**src/rtl/keypad_scanner.sv**
```systemverilog
// 4x4 matrix keypad scanner: walks an active-low column, samples synchronized
// rows at the end of each column dwell and holds on the first pressed key found.
module keypad_scanner #(
  parameter int SCAN_DIV = 48000
) (
  input  logic       clk,
  input  logic       reset,
  input  logic [3:0] rows,
  output logic [3:0] cols,
  output logic       key_pressed,
  output logic [3:0] key_code,
  output logic       dbg_hold_o
);

  localparam int CW = $clog2(SCAN_DIV);
  localparam logic [CW-1:0] CNT_LAST = CW'(SCAN_DIV - 1);

  typedef enum logic {
    S_SCAN = 1'b0,
    S_HOLD = 1'b1
  } state_e;

  state_e        state_q, state_d;
  logic [3:0]    rows_m_q;
  logic [3:0]    rows_s_q;
  logic [1:0]    col_q, col_d;
  logic [CW-1:0] cnt_q, cnt_d;
  logic [1:0]    held_row_q, held_row_d;
  logic [3:0]    key_code_q, key_code_d;
  logic          key_pressed_q, key_pressed_d;

  logic          sample_pt;
  logic          any_low;
  logic          released;
  logic [1:0]    low_row;

  function automatic logic [3:0] key_map(input logic [1:0] r, input logic [1:0] c);
    logic [3:0] k;
    k = 4'h0;
    case ({r, c})
      4'b00_00: k = 4'h1;
      4'b00_01: k = 4'h2;
      4'b00_10: k = 4'h3;
      4'b00_11: k = 4'hA;
      4'b01_00: k = 4'h4;
      4'b01_01: k = 4'h5;
      4'b01_10: k = 4'h6;
      4'b01_11: k = 4'hB;
      4'b10_00: k = 4'h7;
      4'b10_01: k = 4'h8;
      4'b10_10: k = 4'h9;
      4'b10_11: k = 4'hC;
      4'b11_00: k = 4'hE;
      4'b11_01: k = 4'h0;
      4'b11_10: k = 4'hF;
      4'b11_11: k = 4'hD;
      default:  k = 4'h0;
    endcase
    return k;
  endfunction

  assign sample_pt = (state_q == S_SCAN) && (cnt_q == CNT_LAST);
  assign any_low   = (rows_s_q != 4'hF);
  assign released  = rows_s_q[held_row_q];

  // Lowest-index low row wins when several keys share the driven column.
  always_comb begin
    low_row = 2'd3;
    if (!rows_s_q[0])      low_row = 2'd0;
    else if (!rows_s_q[1]) low_row = 2'd1;
    else if (!rows_s_q[2]) low_row = 2'd2;
  end

  // State register, row synchronizer and datapath registers.
  always_ff @(posedge clk) begin
    if (reset) begin
      state_q       <= S_SCAN;
      rows_m_q      <= 4'hF;
      rows_s_q      <= 4'hF;
      col_q         <= 2'd0;
      cnt_q         <= '0;
      held_row_q    <= 2'd0;
      key_code_q    <= 4'h0;
      key_pressed_q <= 1'b0;
    end else begin
      state_q       <= state_d;
      rows_m_q      <= rows;
      rows_s_q      <= rows_m_q;
      col_q         <= col_d;
      cnt_q         <= cnt_d;
      held_row_q    <= held_row_d;
      key_code_q    <= key_code_d;
      key_pressed_q <= key_pressed_d;
    end
  end

  always_comb begin
    state_d = state_q;
    case (state_q)
      S_SCAN:  if (sample_pt && any_low) state_d = S_HOLD;
      S_HOLD:  if (released)             state_d = S_SCAN;
      default:                           state_d = S_SCAN;
    endcase
  end

  // Column stays frozen in HOLD; it advances only on an empty sample or a release.
  always_comb begin
    col_d         = col_q;
    cnt_d         = cnt_q;
    held_row_d    = held_row_q;
    key_code_d    = key_code_q;
    key_pressed_d = key_pressed_q;
    case (state_q)
      S_SCAN: begin
        if (sample_pt) begin
          cnt_d = '0;
          if (any_low) begin
            held_row_d    = low_row;
            key_code_d    = key_map(low_row, col_q);
            key_pressed_d = 1'b1;
          end else begin
            col_d = col_q + 2'd1;
          end
        end else begin
          cnt_d = cnt_q + CW'(1);
        end
      end
      S_HOLD: begin
        cnt_d = '0;
        if (released) begin
          key_pressed_d = 1'b0;
          col_d         = col_q + 2'd1;
        end
      end
      default: cnt_d = '0;
    endcase
  end

  always_comb begin
    cols        = ~(4'b0001 << col_q);
    key_pressed = key_pressed_q;
    key_code    = key_code_q;
    dbg_hold_o  = (state_q == S_HOLD);
  end

endmodule

```
**config.mk**
```make
export PLATFORM = sky130hd
export DESIGN_NAME = keypad_scanner
export DESIGN_NICKNAME = d
export VERILOG_FILES = /design/src/rtl/keypad_scanner.sv
export SDC_FILE = /design/constraint.sdc
export NUM_CORES = 1
export LEC_CHECK = 0
export ABC_CLOCK_PERIOD_IN_PS = 5000
export CAP_MARGIN = 40
export CORE_UTILIZATION = 40
export CTS_CLUSTER_SIZE = 16
export DETAILED_ROUTE_END_ITERATION = 12
export GPL_ROUTABILITY_DRIVEN = 0
export PLACE_DENSITY = 0.67
export SYNTH_ARGS = -nofsm -noshare
export SYNTH_HDL_FRONTEND = slang
export SYNTH_SLANG_ARGS = --single-unit
```
**constraint.sdc**
```tcl
create_clock -name clk -period 5 [get_ports clk]
set_clock_uncertainty 0.2 [all_clocks]
set_input_delay 1.5 -clock clk [delete_from_list [all_inputs] [get_ports clk]]
set_output_delay 1.5 -clock clk [all_outputs]
set_load 0.02 [all_outputs]
```
# == Yosys cells after proc, flatten, opt, wreduce, memory -nomap -nowiden ==
# Memory sizes are Yosys's and may differ from the RTL's. A register that Yosys moved wholly into a read port is not among the register bits.
# Cells that the tools add are included.
# totals
wordCells,43
mem_bits_ro,64
n_memories,1
ff_bits,30
# memory_table
memory,depth,width,rd,rd_clocked_by_memory_dff,write_ports,line,source
(no name shown),16,4,1,1,0,40,"case ({r, c})"
# op_classes
reduce_logical,5
order_cmp,1
n_shift,1
n_mux,18
n_eq_ne,6
bitwise,2
add_sub_neg,2
# op_table
cell,n
16-bit one-hot mux with 2 select lines,1
16-bit by 1-bit adder with 16-bit output (second input constant),1
16-bit == test (second input constant),1
16-bit 2-to-1 mux,1
2-bit 2-to-1 mux,5
3-bit AND reduction,3
1-bit 2-to-1 mux,7
2-bit != test (second input constant),3
4-bit != test (second input constant),1
4-bit NOT,1
1-bit one-hot mux with 2 select lines,2
2-bit one-hot mux with 2 select lines,1
1-bit by 2-bit << shifter with 4-bit output (first input constant),1
2-bit by 3-bit < comparator with 1-bit output (second input constant),1
2-bit by 1-bit adder with 2-bit output (second input constant),1
1-bit binary-select mux with 2-bit select,1
1-bit logical AND,2
2-bit by 1-bit != test with 1-bit output (second input constant),1
1-bit NOT,1

# == Longest topological paths before layout ==
# Gate-level depths: netlist of run 1.
# logic_depth
word_depth,5
depth_mapped,7

# == Worst setup path before layout of run 1 ==
# Ideal clock, no wire load.
# synth_timing
path_kind,flip-flop to output port
startpoint,register col_q[0]
endpoint,output cols[0]
required_time_ns,3.300
path_buffers,0
path_slack_ns,2.398
arrival_time_ns,0.902
stages_incl_launch_ff,4
cell_sequence,dfxtp_1 > inv_1 > ha_1 > inv_1
# synth_between
elab_chain_len,2
# synth_lines
item,line,source
"start, declared",26,"logic [1:0] col_q, col_d;"
"start signal, assigned",89,col_q <= col_d;
1-bit by 2-bit << shifter with 4-bit output,140,cols = ~(4'b0001 << col_q);
4-bit NOT,140,
"end, declared",9,"output logic [3:0] cols,"
# No other way between the ends.

# == Worst setup path in the final report of run 1 ==
# Same ends and word-level chain as after synthesis.

==> results of run 1 <==
==> logic make-up (layout without fill, tap and decap cells) <==
logic type / Yosys count / count (layout) / share of synthesized area
AND/OR/NAND/NOR: 74 / 74 / 0.255
adder cells (fa/ha/maj): 7 / 7 / 0.0559
multiplexers: 4 / 4 / 0.0343
AO/OA/AOI/OAI: 31 / 31 / 0.117
buffers and inverters: 17 / 31 / 0.0423
flip-flops: 34 / 34 / 0.435
XOR/XNOR: 11 / 11 / 0.0615
==> Yosys cell counts, types with 2 or more instances <==
| master | number | share of area |
|---|---|---|
| ha_1 | 7 | 0.056 |
| or4_1 | 3 | 0.014 |
| mux2i_1 | 2 | 0.013 |
| or3_1 | 4 | 0.016 |
| nand3_1 | 7 | 0.022 |
| o21ai_0 | 8 | 0.026 |
| nor2_1 | 20 | 0.048 |
| a21oi_1 | 15 | 0.048 |
| xor2_1 | 2 | 0.011 |
| clkbuf_1 | 5 | 0.012 |
| buf_2 | 2 | 0.0064 |
| nor3_1 | 3 | 0.0096 |
| nor4_1 | 3 | 0.012 |
| nand2_1 | 9 | 0.022 |
| nand4_1 | 4 | 0.016 |
| inv_1 | 10 | 0.024 |
| xnor2_1 | 9 | 0.050 |
| dfxtp_1 | 34 | 0.43 |
| nand2b_1 | 6 | 0.024 |
| or2_2 | 9 | 0.036 |
==> cell type report <==
class / instances / area [um2]
Multi-Input combinational cell: 127 / 820
Tap cell: 48 / 60.1
Sequential cell: 34 / 681
Inverter: 10 / 37.5
Clock buffer: 6 / 82.6
Fill cell: 352 / 1890
Timing Repair Buffer: 15 / 150
==> through the flow <==
stage | area (um2) | worst slack, ns | power [mW] | hold slack, ns
floorplan | 1570 | 2.40 | 0.303 | 0.189
global placement | 1750 | 1.74 | 0.309 | 0.195
detailed placement | 1750 | 1.65 | 0.311 | 0.194
CTS | 1830 | 1.45 | 0.502 | 0.209
global route | 1830 | 1.34 | 0.521 | 0.231
finish | 1830 | 1.48 | 0.500 | 0.203
==> sequential cells by signal, summed over array words and instances (netlist names) <==
signal       flops
rows_s_q         4
key_pressed      1
cnt_q           16
key_code         4
col_q            2
held_row_q       2
dbg_hold_o       1
rows_m_q         4
==> power by group through the flow <==
stage                     sequential (mW)  combinational [mW]  clock [mW]
after floorplan                     0.285              0.0184           0
after global placement              0.287              0.0222           0
after detailed placement            0.288              0.0228           0
after CTS                           0.282              0.0229       0.197
after global routing                0.283              0.0256       0.213
final                               0.282              0.0230       0.196
==> routing by layer <==
metal | GRT usage | vias up | routed length, um
met5 | 0 | - | 0
met4 | 0.0667 | 0 | 42
met3 | 0.0528 | 5 | 136
met2 | 0.259 | 31 | 1380
met1 | 0.204 | 598 | 1450
li1 | - | 646 | -
==> worst max path at each step <==
stage          startpoint        to  slack, ns  depth (start not counted)
2_1_floorplan    col_q[0]   cols[0]       2.40                          3
3_3_place_gp        reset  cnt_q[8]       1.74                          4
3_5_place_dp        reset  cnt_q[7]       1.65                          4
4_1_cts          col_q[0]   cols[0]       1.45                          4
5_1_grt          col_q[0]   cols[0]       1.34                          4
6_report         col_q[0]   cols[0]       1.48                          4
==> impl_metrics.ini, run 1 <==
[power_and_ir_drop]
internal_power_uw = 393
p_leak_nw = 0.626
seqPwrFrac = 0.563
p_sw_frac = 0.214
ir_drop_mv = 0.119
power_frac_comb = 0.046
clkPwrFrac = 0.391
p_per_area_nw_per_um2 = 273
p_sw_uw = 107

[critical_path]
worst_path_most_repeated_cell = inv_1
cp_slowest_cell = clkdlybuf4s50_1
cp-start-kind = flip-flop
required_ns = 3.30
crit_arrival_ns = 1.82
path_class = flip-flop to output port
worst-r2r-setup-slack_ns = 2.56
end_kind = output port
cpPeakStageDelay_ns = 0.59
critPathTopFamily = buffers and inverters
cp_max_fo = 9
worstReg2RegEnd = col_q[0]
critPathBufInv = 3
r2r-start = cnt_q[0]
rr_worst_depth = 5
crit_chain = inv_1 -> ha_1 -> inv_1 -> clkdlybuf4s50_1

[floorplanning]
floorplan.initialDensity = 0.422
fp.dieH_um = 64.6
dieArea_um2 = 4170
num_rows = 22
pin_count = 16
die_w_um = 64.6
core_area_um2 = 3720

[routing]
ant_nets = 0
first_iter_violations = 77
drtPass1Iterations = 7
drc = 0
via_per_inst = 5.33
wire_per_inst_um = 12.5
drt-total-wl_um = 3010
vias = 1280

[clock_network]
cts_made_buffers = 5
h-tree-depth = 2
cts_resized = 0
cts_root_buf = clkbuf_8
worst_setup_hold_path_clk_slew_ns = 0.06
insertion_delay_ns = 0.28
tritoncts = yes
clkSinkCount = 34
holdBufCountCts = 0
ctsLongestPathBuffers = 2
postCtsSetupBuffers = 0

[logic_synthesis]
synth_edf_count = 0
synthCells = 178
synth_ff_type = dfxtp_1
yosys_warnings = 0
synth_cell_type_count = 36
netlist_area_um2 = 1570
ys_async_sr_fraction = 0
seq_area_frac_synth = 0.435
synth_nets = 191
syn_area_per_cell_um2 = 8.80
ys_ff_latch = 34

[global_routing]
grt_start_max_net_pins = 22
grt_pass1_wl_um = 5200
overflow = 0
grt.total_usage = 0.164
antenna_found_initial = 0
grt_pass1_vias = 1188

[place]
post-place-cells = 234
dp_hpwl_um = 2080
io_buffers = 15

[hold_path]
hp-class = flip-flop to flip-flop
hold_end = rows_s_q[0]
hold_depth = 1
hold_start = rows_m_q[0]

[sta]
final-setup-viol-count = 0
max-slew-margin-rel = 0.543
fin_crit_sh = 0.705
finalCriticalPeriod_ns = 3.52
fin_tns_setup_ns = 0
rsz0062_at_grt = no
finalHoldViolCount = 0
finalMaxSlewViolations = 0
max_freq_mhz = 284
worst_pin_slew_ns = 0.680

[finish]
drive_gt1_frac = 0.0990
layout_commonest_cell = dfxtp_1
syn2layout_area_growth_pct = 16.9
num_antenna_cells = 0
nets = 206
final_cell_mix = 34 x dfxtp_1, 20 x nor2_1, 15 x a21oi_1, 15 x clkdlybuf4s50_1, 10 x inv_1
fin_cells = 240
fin_util = 0.493

[outcome]
outcome = finished clean

[job]
drv_cap = 0
No activity file was read; power rests on OpenSTA's default activity.
==> run 2, diff against run 1 <==
- ABC_CLOCK_PERIOD_IN_PS: 5000 -> 2950
- PLACE_DENSITY: 0.67 -> 0.69
- clock period: 5 -> 2.95 ns (I/O delays scaled with it)
==> run 2 against run 1 <==
Worst hold slack improved by 0.0064 ns; global-route usage decreased by 0.40 points; combinational power increased by 76%; clock-buffer cell count decreased by 1; register-to-register slack got worse by 2.1 ns.
==> impl_metrics.ini, run 2 (synthesis results as in run 1) <==
[finish]
syn2layout_area_growth_pct = 18.4
final_cell_mix = 33 x dfxtp_1, 20 x nor2_1, 15 x a21oi_1, 15 x clkdlybuf4s50_1, 10 x inv_1
nets = 208
num_antenna_cells = 0
drive_gt1_frac = 0.122
layout_commonest_cell = dfxtp_1
top_register = cnt_q
largest_register_ffs = 16
multiInputGateArea_um2 = 820
register_area_um2 = 682
fin_cells = 244
fin_util = 0.499
fill_cells = 351

[sta]
worst_pin_slew_ns = 0.638
rsz0062_at_grt = no
whs_ns = 0.210
max-slew-margin-rel = 0.569
max_freq_mhz = 359
final-setup-viol-count = 0
fin_crit_sh = 0.945
finalMaxSlewViolations = 0
finalHoldViolCount = 0
fin_tns_setup_ns = 0
finalCriticalPeriod_ns = 2.79

[hold_path]
hp-class = flip-flop to flip-flop
hold_depth = 1
hold_end = rows_s_q[0]
hold_start = rows_m_q[0]

[place]
post-place-cells = 236
dp_hpwl_um = 2020
io_buffers = 15

[power_and_ir_drop]
ir_drop_mv = 0.271
p_sw_uw = 205
power_frac_comb = 0.047
p_per_area_nw_per_um2 = 463
clkPwrFrac = 0.397
p_leak_nw = 0.638
seqPwrFrac = 0.556
p_sw_frac = 0.239
internal_power_uw = 653

[routing]
ant_nets = 0
vias = 1261
drt-total-wl_um = 2930
drtPass1Iterations = 4
first_iter_violations = 50
wire_per_inst_um = 12.0
drc = 0
via_per_inst = 5.17

[critical_path]
end_kind = output port
cp-start-kind = flip-flop
crit_arrival_ns = 1.70
required_ns = 1.87
r2r-start = cnt_q[0]
worst-r2r-setup-slack_ns = 0.46
rr_worst_depth = 5
worstReg2RegEnd = key_code[1]
cp_max_fo = 6
path_class = flip-flop to output port

[clock_network]
cts_made_buffers = 5
postCtsSetupBuffers = 0
clkSinkCount = 34
h-tree-depth = 2
tritoncts = yes
cts_root_buf = clkbuf_8
holdBufCountCts = 0
cts_resized = 0
ctsLongestPathBuffers = 2
worst_setup_hold_path_clk_slew_ns = 0.07
insertion_delay_ns = 0.29

[job]
drv_cap = 0

[floorplanning]
die_w_um = 64.6
core_area_um2 = 3720
fp.dieH_um = 64.6
dieArea_um2 = 4170
pin_count = 16
num_rows = 22
floorplan.initialDensity = 0.422

[global_routing]
grt_pass1_vias = 1145
grt.total_usage = 0.160
grt_start_max_net_pins = 16
grt_pass1_wl_um = 5060
overflow = 0
antenna_found_initial = 0

[outcome]
outcome = finished clean
## run 2: cell type report
type / count / area share
clock buffer: 5 / 0.0371
clock inverter: 3 / 0.0115
inverter: 10 / 0.0202
multi-input combinational: 127 / 0.442
sequential: 34 / 0.368
tap: 48 / 0.0324
timing repair buffer: 17 / 0.0891
## run 2: worst max-delay path, stage by stage (launching register included)
cell	delay [ns]
dfxtp_1	0.42
inv_1	0.12
ha_1	0.22
inv_1	0.06
clkdlybuf4s50_1	0.59
## run 2: power by group through the flow
stage                     sequential (mW)  combinational, mW  clock (mW)
after global placement              0.487             0.0400           0
after global routing                0.478             0.0447       0.367
after floorplan                     0.482             0.0311           0
after CTS                           0.477             0.0407       0.346
after detailed placement            0.487             0.0403           0
final                               0.477             0.0404       0.341
## run 2: worst max path at each step
stage               slack [ns]       from        to  cells past startpoint
floorplan                 0.75  cnt_q[14]  col_q[0]                      5
global placement          0.42   col_q[0]   cols[0]                      4
detailed placement        0.36   col_q[0]   cols[0]                      4
CTS                       0.03   col_q[0]   cols[0]                      4
global route              0.05   col_q[1]   cols[0]                      4
finish                    0.16   col_q[1]   cols[1]                      4
## run 2: routing by layer
layer / share of wire / global-route usage / wire length (um) / up-vias
li1: - / - / - / 650
met1: 0.48 / 0.201 / 1410 / 573
met2: 0.45 / 0.245 / 1320 / 32
met3: 0.044 / 0.0475 / 130 / 6
met4: 0.022 / 0.0833 / 65 / 0
met5: 0 / 0 / 0 / -
## run 2: per-stage QoR
stage | total power, mW | instance area (um2) | setup slack, ns
after floorplan | 0.513 | 1570 | 0.751
final | 0.858 | 1850 | 0.163
after global placement | 0.527 | 1760 | 0.418
after CTS | 0.864 | 1850 | 0.0334
after detailed placement | 0.528 | 1760 | 0.355
after global routing | 0.890 | 1850 | 0.0466
==> run 3, diff against run 2 <==
- PLACE_DENSITY: 0.69 -> unset
==> run 3 against run 2 <==
Global-route usage up 0.86 points; clock power rose by 17%; worst setup slack got worse by 0.050 ns; cell area is 0.67% higher; sequential cell count unchanged; non-clock buffer count fell by 1; utilization rose by 0.34 points; register-to-register slack improved by 0.04 ns; combinational power grew 1%; cell count is 0.41% lower; first-iteration DRC count up 68%; critical path depth is the same.
==> impl_metrics.ini, run 3 (synthesis results as in run 1) <==
[outcome]
outcome = finished clean

[routing]
drc = 0
first_iter_violations = 84
wire_per_inst_um = 12.7
ant_nets = 0
vias = 1249
drtPass1Iterations = 4
drt-total-wl_um = 3080
via_per_inst = 5.14

[clock_network]
holdBufCountCts = 0
h-tree-depth = 2
clkSinkCount = 34
tritoncts = yes
cts_root_buf = clkbuf_8
ctsLongestPathBuffers = 2
insertion_delay_ns = 0.29
cts_made_buffers = 5
postCtsSetupBuffers = 0
cts_resized = 0
worst_setup_hold_path_clk_slew_ns = 0.06

[global_routing]
grt_pass1_wl_um = 5180
grt_start_max_net_pins = 21
overflow = 0
antenna_found_initial = 0
grt_pass1_vias = 1111
grt.total_usage = 0.168

[power_and_ir_drop]
p_leak_nw = 0.646
power_uw = 918
ir_drop_mv = 0.299
p_per_area_nw_per_um2 = 492

[floorplanning]
floorplan.initialDensity = 0.422
core_area_um2 = 3720
pin_count = 16
die_w_um = 64.6
dieArea_um2 = 4170
fp.dieH_um = 64.6
num_rows = 22

[sta]
max-slew-margin-rel = 0.551
finalHoldViolCount = 0
fin_tns_setup_ns = 0
finalCriticalPeriod_ns = 2.84
fin_ws_ns = 0.113
fin_crit_sh = 0.962
max_freq_mhz = 353
rsz0062_at_grt = no
final-setup-viol-count = 0
finalMaxSlewViolations = 0
worst_pin_slew_ns = 0.668

[hold_path]
hold_start = rows_m_q[1]
hold_end = rows_s_q[1]
hp-class = flip-flop to flip-flop
hold_depth = 1

[finish]
syn2layout_area_growth_pct = 19.2
final_cell_mix = 33 x dfxtp_1, 20 x nor2_1, 15 x a21oi_1, 15 x clkdlybuf4s50_1, 10 x inv_1
top_register = cnt_q
postLayoutCellArea_um2 = 1870
num_antenna_cells = 0
drive_gt1_frac = 0.118
layout_commonest_cell = dfxtp_1
largest_register_ffs = 16
nets = 207

[place]
dpl_cell_area_um2 = 1760
place_ws_ns = 0.360
dp_hpwl_um = 2190
io_buffers = 15

[critical_path]
r2r-start = cnt_q[0]
worst-r2r-setup-slack_ns = 0.50
crit_arrival_ns = 1.75
cp_max_fo = 6
worstReg2RegEnd = col_q[0]
cp-start-kind = flip-flop
end_kind = output port
rr_worst_depth = 5
cp-startpoint = col_q[1]
path_class = flip-flop to output port
required_ns = 1.87

[job]
drv_cap = 0
==> run 3: changes by cell type in the layout (fill, tap and decap cells not counted) <==
cell / previous run / this run
buf_4: 2 / 1
clkbuf_8: 5 / 8
clkinvlp_4: 1 / 0
clkinv_2: 1 / 0
clkinv_4: 1 / 0
==> run 3: cell type report <==
type	count	area [um2]
Inverter	10	37.5
Sequential cell	34	682
Clock buffer	8	110
Tap cell	48	60.1
Timing Repair Buffer	16	158
Multi-Input combinational cell	127	820
Fill cell	365	1850
==> run 3: report_power, final <==
group | switching, mW | internal, mW | total [mW]
sequential | 0.0100 | 0.468 | 0.478
combinational | 0.0207 | 0.0200 | 0.0408
clock | 0.164 | 0.235 | 0.399
total | 0.195 | 0.723 | 0.918
==> run 3: worst max path at each step <==
stage / end / slack, ns
detailed placement: cols[0] / 0.36
floorplan: col_q[0] / 0.75
finish: cols[1] / 0.11
CTS: cols[0] / 0.04
global route: cols[1] / 0.02
global placement: cols[0] / 0.42
==> run 3: critical path: stages, from the launching register on <==
cell,delay (ns)
dfxtp_1,0.43
inv_1,0.13
ha_1,0.25
inv_1,0.07
clkdlybuf4s50_1,0.59
==> run 3: metrics by stage <==
step	utilization	instances	hold slack, ns
after floorplan	-	178	0.189
after detailed placement	0.472	235	0.198
after global placement	0.472	235	0.192
final	0.502	243	0.211
after global routing	0.502	243	0.226
after CTS	0.502	243	0.214
==> run 3: per-layer routing <==
metal | part of all wire | global-route usage | wire, um | vias to the layer above
met1 | 0.52 | 0.227 | 1600 | 569
met2 | 0.40 | 0.230 | 1230 | 24
met3 | 0.054 | 0.0651 | 166 | 8
met4 | 0.025 | 0.0833 | 76 | 0
met5 | 0 | 0 | 0 | -
li1 | - | - | - | 648
